## src/rtl/scope_pkg.sv

```systemverilog
// Shared definitions for the ADC capture scope: sample width, FSM states
// and the edge-trigger rule used while armed.
package scope_pkg;

   localparam int ADC_W = 8;

   typedef enum logic [2:0] {
      ST_IDLE  = 3'd0,
      ST_PRE   = 3'd1,
      ST_ARMED = 3'd2,
      ST_POST  = 3'd3,
      ST_READ  = 3'd4
   } state_t;

   function automatic logic trig_hit(input logic             rising,
                                     input logic [ADC_W-1:0] level,
                                     input logic [ADC_W-1:0] prev,
                                     input logic [ADC_W-1:0] cur);
      if (rising) begin
         return (prev < level) && (cur >= level);
      end else begin
         return (prev >= level) && (cur < level);
      end
   endfunction

endpackage

```

## src/rtl/scope_sample_ram.sv

```systemverilog
// DEPTH x ADC_W simple dual-port sample RAM, one write port and one
// registered read port with read enable, shaped to map onto block RAM.
module scope_sample_ram
   import scope_pkg::*;
#(
   parameter int DEPTH = 256,
   parameter int AW    = $clog2(DEPTH)
) (
   input  logic             clk,
   input  logic             we,
   input  logic [AW-1:0]    waddr,
   input  logic [ADC_W-1:0] wdata,
   input  logic             re,
   input  logic [AW-1:0]    raddr,
   output logic [ADC_W-1:0] rdata
);

   logic [ADC_W-1:0] mem [DEPTH];

   always_ff @(posedge clk) begin
      if (we) begin
         mem[waddr] <= wdata;
      end
   end

   // read data holds while re is low so a stalled reader sees a stable word
   always_ff @(posedge clk) begin
      if (re) begin
         rdata <= mem[raddr];
      end
   end

endmodule

```

## src/rtl/adc_capture.sv

```systemverilog
// Triggered ADC capture: generates the ADC conversion clock, records a ring of
// samples around a level-crossing trigger and streams them out oldest first.
module adc_capture
   import scope_pkg::*;
#(
   parameter int CLK_DIV  = 4,
   parameter int DEPTH    = 256,
   parameter int PRE_TRIG = 64
) (
   input  logic             CLK,
   input  logic             RST,
   input  logic [ADC_W-1:0] ADC_D,
   output logic             ADC_CLK,
   output logic             ADC_nOE,
   input  logic             ARM,
   input  logic [ADC_W-1:0] TRIG_LEVEL,
   input  logic             TRIG_RISING,
   output logic             BUSY,
   output logic             DONE,
   output logic             RD_VALID,
   input  logic             RD_READY,
   output logic [ADC_W-1:0] RD_DATA,
   output logic             RD_LAST
);

   localparam int AW     = $clog2(DEPTH);
   localparam int DW     = (CLK_DIV > 2) ? $clog2(CLK_DIV) : 1;
   localparam int CW     = AW + 1;
   localparam int POST_N = DEPTH - PRE_TRIG;

   localparam logic [DW-1:0] DIV_LAST = DW'(CLK_DIV - 1);
   localparam logic [DW-1:0] DIV_HALF = DW'(CLK_DIV / 2);
   localparam logic [CW-1:0] PRE_END  = CW'(PRE_TRIG - 1);
   localparam logic [CW-1:0] POST_END = CW'(POST_N - 1);
   localparam logic [CW-1:0] RD_END   = CW'(DEPTH - 1);
   localparam logic [CW-1:0] RD_CNT   = CW'(DEPTH);
   localparam logic [AW-1:0] PRE_OFS  = AW'(PRE_TRIG);

   state_t           state;
   state_t           nxt;
   logic [DW-1:0]    div_cnt;
   logic             strobe;
   logic             capt;
   logic             hit;
   logic             xfer_last;
   logic [AW-1:0]    wr_addr;
   logic [AW-1:0]    trig_addr;
   logic [CW-1:0]    samp_cnt;
   logic             have_prev;
   logic [ADC_W-1:0] prev_smp;
   logic [CW-1:0]    rd_idx;
   logic [AW-1:0]    rd_base;
   logic [AW-1:0]    rd_addr;
   logic             ram_vld;
   logic             ram_last;
   logic             load;
   logic             issue;
   logic [ADC_W-1:0] ram_rdata;

   assign strobe    = (div_cnt == DIV_LAST);
   assign ADC_CLK   = !RST && (div_cnt < DIV_HALF);
   assign capt      = (state == ST_PRE) || (state == ST_ARMED) || (state == ST_POST);
   assign hit       = (state == ST_ARMED) && strobe && have_prev &&
                      trig_hit(TRIG_RISING, TRIG_LEVEL, prev_smp, ADC_D);
   assign xfer_last = RD_VALID && RD_READY && RD_LAST;

   // free-running conversion clock divider
   always_ff @(posedge CLK) begin
      if (RST) begin
         div_cnt <= '0;
      end else if (strobe) begin
         div_cnt <= '0;
      end else begin
         div_cnt <= div_cnt + DW'(1);
      end
   end

   // FSM state register
   always_ff @(posedge CLK) begin
      if (RST) begin
         state <= ST_IDLE;
      end else begin
         state <= nxt;
      end
   end

   // FSM next-state logic
   always_comb begin
      nxt = state;
      case (state)
         ST_IDLE: begin
            if (ARM) begin
               nxt = (PRE_TRIG == 0) ? ST_ARMED : ST_PRE;
            end else begin
               nxt = ST_IDLE;
            end
         end
         ST_PRE: begin
            if (strobe && (samp_cnt == PRE_END)) begin
               nxt = ST_ARMED;
            end else begin
               nxt = ST_PRE;
            end
         end
         ST_ARMED: begin
            if (hit) begin
               nxt = (POST_N == 1) ? ST_READ : ST_POST;
            end else begin
               nxt = ST_ARMED;
            end
         end
         ST_POST: begin
            if (strobe && (samp_cnt == POST_END)) begin
               nxt = ST_READ;
            end else begin
               nxt = ST_POST;
            end
         end
         ST_READ: begin
            if (xfer_last) begin
               nxt = ST_IDLE;
            end else begin
               nxt = ST_READ;
            end
         end
         default: nxt = ST_IDLE;
      endcase
   end

   // FSM outputs
   always_comb begin
      ADC_nOE = 1'b1;
      BUSY    = 1'b1;
      case (state)
         ST_IDLE:                  BUSY    = 1'b0;
         ST_PRE, ST_ARMED, ST_POST: ADC_nOE = 1'b0;
         ST_READ:                  ADC_nOE = 1'b1;
         default: begin
            ADC_nOE = 1'b1;
            BUSY    = 1'b0;
         end
      endcase
   end

   // capture bookkeeping: ring write pointer, phase sample count, trigger point
   always_ff @(posedge CLK) begin
      if (RST) begin
         wr_addr   <= '0;
         trig_addr <= '0;
         samp_cnt  <= '0;
         have_prev <= 1'b0;
         prev_smp  <= '0;
      end else begin
         if (capt && strobe) begin
            wr_addr   <= wr_addr + AW'(1);
            prev_smp  <= ADC_D;
            have_prev <= 1'b1;
         end
         case (state)
            ST_IDLE: begin
               samp_cnt  <= '0;
               have_prev <= 1'b0;
            end
            ST_PRE, ST_POST: begin
               if (strobe) begin
                  samp_cnt <= samp_cnt + CW'(1);
               end
            end
            ST_ARMED: begin
               // the trigger sample is the first post-trigger sample
               if (hit) begin
                  trig_addr <= wr_addr;
                  samp_cnt  <= CW'(1);
               end
            end
            default: ;
         endcase
      end
   end

   scope_sample_ram #(
      .DEPTH (DEPTH),
      .AW    (AW)
   ) u_ram (
      .clk   (CLK),
      .we    (capt && strobe),
      .waddr (wr_addr),
      .wdata (ADC_D),
      .re    (issue),
      .raddr (rd_addr),
      .rdata (ram_rdata)
   );

   // RAM read stage feeds the output register; a read is only issued when the
   // word already held at the RAM output can move on in the same cycle
   assign rd_base = trig_addr - PRE_OFS;
   assign rd_addr = rd_base + rd_idx[AW-1:0];
   assign load    = ram_vld && (!RD_VALID || RD_READY);
   assign issue   = (state == ST_READ) && (rd_idx != RD_CNT) && (!ram_vld || load);

   // read address sequencing and RAM-output valid tracking
   always_ff @(posedge CLK) begin
      if (RST || (state != ST_READ)) begin
         rd_idx   <= '0;
         ram_vld  <= 1'b0;
         ram_last <= 1'b0;
      end else begin
         if (issue) begin
            rd_idx   <= rd_idx + CW'(1);
            ram_last <= (rd_idx == RD_END);
            ram_vld  <= 1'b1;
         end else if (load) begin
            ram_vld  <= 1'b0;
         end
      end
   end

   // readout stream output register
   always_ff @(posedge CLK) begin
      if (RST) begin
         RD_VALID <= 1'b0;
         RD_DATA  <= '0;
         RD_LAST  <= 1'b0;
      end else if (state != ST_READ) begin
         RD_VALID <= 1'b0;
         RD_LAST  <= 1'b0;
      end else if (load) begin
         RD_VALID <= 1'b1;
         RD_DATA  <= ram_rdata;
         RD_LAST  <= ram_last;
      end else if (RD_READY) begin
         RD_VALID <= 1'b0;
         RD_LAST  <= 1'b0;
      end
   end

   // completion pulse, one cycle after the final word is accepted
   always_ff @(posedge CLK) begin
      if (RST) begin
         DONE <= 1'b0;
      end else begin
         DONE <= xfer_last;
      end
   end

endmodule

```

## config.mk

```make
export PLATFORM = sky130hd
export DESIGN_NAME = adc_capture
export DESIGN_NICKNAME = d
export VERILOG_FILES = /design/src/rtl/scope_pkg.sv /design/src/rtl/scope_sample_ram.sv /design/src/rtl/adc_capture.sv
export SDC_FILE = /design/constraint.sdc
export NUM_CORES = 2
export LEC_CHECK = 0
export BUFFER_PORTS_ARGS = -buffer_cell sky130_fd_sc_hd__buf_4
export CAP_MARGIN = 30
export CORE_MARGIN = 1
export CORE_UTILIZATION = 55
export DETAILED_ROUTE_END_ITERATION = 12
export PLACE_DENSITY_LB_ADDON = 0.1
export REMOVE_ABC_BUFFERS = 1
export SLEW_MARGIN = 20
export SYNTH_ARGS = -nofsm -noshare
export SYNTH_HDL_FRONTEND = slang
export SYNTH_SLANG_ARGS = --single-unit
```

## constraint.sdc

```tcl
create_clock -name CLK -period 9.5 [get_ports CLK]
set_input_delay 1.9 -clock CLK [delete_from_list [all_inputs] [get_ports CLK]]
set_output_delay 1.9 -clock CLK [all_outputs]
set_load 0.01 [all_outputs]
```

==> impl_metrics.csv <==
group,metric,value,unit
run_status,outcome,"finished clean",
timing,skew,0.0601,ns
cts,cts.clk_slew.worst_paths,0.06,ns
pwr,peakVddDrop,201,uV
floorplan,die-area,153000,sq um
global_route,grt_pass1_wl,314000,um
timing,rsz0062_at_grt,"no",
floorplan,fp-row-count,142,
finish,n_fill_cell,10500,
placed_design,post-place-ws,4.33,ns
floorplan,num_io_pins,35,
timing,slew_violations,0,
setup_path,worstPathArrival,6.11,ns
yosys,synth_ff_type,"edfxtp_1",
setup_path,crit_chain,"ha_1, ha_4, inv_1, fa_4, buf_4, nand2b_1, o221ai_1, o22a_1, a311oi_1, a221oi_1, nor3_1, a311oi_1, and3_1",
timing,fin_crit_sh,56.7,%
timing,setup_viol,0,
yosys,async_flop_share,0,%
timing,finalHoldWorstSlack,0.425,ns
finish,area_growth,10.9,%
cts,ctsHoldBuffers,0,
finish,multi_input_area,19100,sq um
global_route,grt_pass1_vias,41500,
setup_path,worstPathMaxFanout,39,
route,remaining_drc_errors,0,
finish,antenna_cells,0,
floorplan,initial_core_util,55.5,%
yosys,synth_cells,4122,
global_route,grt_use_total,29.5,%
yosys,synth_edf_count,2056,
pwr,p_per_area,200,nW/um^2
cts,cts_buffers,208,
hold_path,hold_path.class,"reg -> reg",
route,wire_per_inst,34.7,um
setup_path,cpMaxStageDelayCell,"fa_4",
route,drtIter0Drc,5602,
finish,seq_area,63000,sq um
placed_design,dp_hpwl,136000,um
cts,cts_tree,"built",
yosys,yosysWarnings,0,
timing,fmax,0.186,GHz
yosys,synth_cell_types,71,
cts,cts_resized,0,
setup_path,critPathKind,"reg -> reg",
placed_design,place.gp.congestion,0.915,
pwr,power,18.5,mW
timing,relSlewSlack,20.4,%
pwr,leakage,28.1,nW
yosys,synth_seq_area_share,75.6,%
yosys,synth-seq-cells,2117,
cts,htreeDepth,4,
finish,drive_gt1_share,22.4,%
floorplan,die_x,391,um
cts,cts_sinks,2117,
cts,cts_setup_buffers,0,
yosys,avgSynthCellArea,20.2,sq um
route,dr.pass1.iters,6,
cts,clk_latency,0.85,ns
route,num_vias,42300,
timing,postLayoutSetupSlackWorst,4.12,ns
route,drt-vias-per-instance,6.60,
route,drtAntennaViolNets,0,
setup_path,path_common_cell,"a311oi_1",
setup_path,cpPeakStageDelay,1.19,ns
cts,root_buffer,"clkbuf_16",
global_route,grt_max_degree,185,
setup_path,cp_top_family,"adder cells",
setup_path,end_kind,"register",
placed_design,numPortBuffers,34,
global_route,antenna_found_initial,12,
cts,clockBufferDepth,3,
finish,fin_nets,4281,
floorplan,core,150000,sq um
timing,final-hold-violation-count,0,
setup_path,cp_data_required_time,10.22,ns
setup_path,worst-path-buf-inv,2,
yosys,syn_area,83200,sq um
floorplan,die_h,391,um
timing,worstMarginPinSlew,1.19,ns
timing,min_period,5.38,ns
global_route,grt-ovfl-total,0,
setup_path,cp-start-kind,"register",
run,cap_violations,0,
route,drt-total-wl,222000,um
==> power by group <==
| part | internal [mW] | switching [mW] |
|---|---|---|
| sequential | 10.2 | 0.00264 |
| combinational | 0.0318 | 0.187 |
| clock | 4.46 | 3.53 |
| total | 14.7 | 3.72 |
==> routing by layer <==
layer / vias up / GRT usage (%) / wire (um)
met1: 22400 / 42.8 / 87500
met5: - / 0 / 49
met4: 6 / 9.13 / 6940
li1: 17100 / - / -
met2: 2367 / 44.4 / 103000
met3: 371 / 7.71 / 24600
==> area by class of cell <==
cell class                 instances  area share (%)
multi-input combinational       1741            20.6
timing repair buffer             122            1.21
clock buffer                     251            5.86
clock inverter                   128            1.24
sequential                      2117            68.2
tap                             2016            2.73
inverter                          31           0.126
==> kinds of logic after synthesis <==
| kind of cell | after synthesis | synth area share (%) |
|---|---|---|
| flip-flops | 2117 | 75.6 |
| AND/OR/NAND/NOR | 805 | 4.12 |
| multiplexers | 629 | 15.7 |
| buffers and inverters | 264 | 1.66 |
| AO/OA/AOI/OAI | 249 | 2.05 |
| adder cells (fa/ha/maj) | 39 | 0.595 |
| XOR/XNOR | 19 | 0.218 |
==> synth_stat cells, types with 5 or more instances <==
cell | count | area [sq um]
edfxtp_1 | 2056 | 61700
mux4_2 | 543 | 12200
nor2_1 | 326 | 1220
nand2_1 | 274 | 1030
clkbuf_1 | 87 | 327
mux2i_1 | 84 | 841
nand3_1 | 83 | 415
buf_2 | 69 | 345
a21oi_1 | 63 | 315
dfxtp_1 | 61 | 1220
buf_4 | 49 | 368
ha_1 | 38 | 475
inv_1 | 31 | 116
nand4_1 | 28 | 175
nor3_1 | 23 | 115
o21ai_0 | 23 | 115
a31oi_1 | 21 | 131
o22ai_1 | 19 | 119
buf_6 | 16 | 180
a211oi_1 | 15 | 113
nor2b_1 | 14 | 87.6
o221ai_1 | 14 | 123
a32oi_1 | 13 | 114
buf_1 | 12 | 45.0
o2111ai_1 | 12 | 105
or3_1 | 9 | 56.3
xor2_1 | 9 | 78.8
and3_1 | 8 | 50.1
xnor2_1 | 8 | 70.1
a21o_1 | 7 | 52.6
a311oi_1 | 7 | 61.3
and2_1 | 7 | 43.8
nand2b_1 | 7 | 43.8
nor4_1 | 6 | 37.5
o21a_1 | 6 | 45.0
or2_2 | 6 | 37.5
o211ai_1 | 5 | 37.5
==> sequential cells by signal, summed over array words and instances, names as in the netlist, 2 cells and up <==
signal,flops
RD_DATA,8
div_cnt,2
prev_smp,8
rd_idx,9
samp_cnt,9
state,3
trig_addr,8
u_ram.mem,2048
u_ram.rdata,8
wr_addr,8
==> layout by cell type (no fill, tap or decap), drive strengths merged, types with 28 or more instances in the layout <==
cell	count
clkinv	100
nor2	327
nand3	83
inv	38
clkbuf	259
ha	38
dfxtp	61
mux2i	84
buf	114
nand4	28
mux4	543
a21oi	64
edfxtp	2056
nand2	275
==> through the flow <==
step	instance area, sq um	std cells	TNS [ns]	util (%)
global route	92300	6406	0	61.6
finish	92300	6406	0	61.6
detailed placement	85800	6026	0	57.2
floorplan	82000	3889	-98.29	-
CTS	92300	6405	0	61.6
global placement	85700	6021	0	57.2
==> final timing paths <==
kind	start	end	slack, ns	depth (start not counted)
max	rd_idx[1]	u_ram.rdata[0]	4.12	13
min reg2reg	div_cnt[0]	div_cnt[0]	0.42	1
max reg2reg	rd_idx[1]	u_ram.rdata[0]	4.12	13
min	div_cnt[0]	div_cnt[0]	0.42	1
Note: power is estimated with default switching activity, not from simulation.
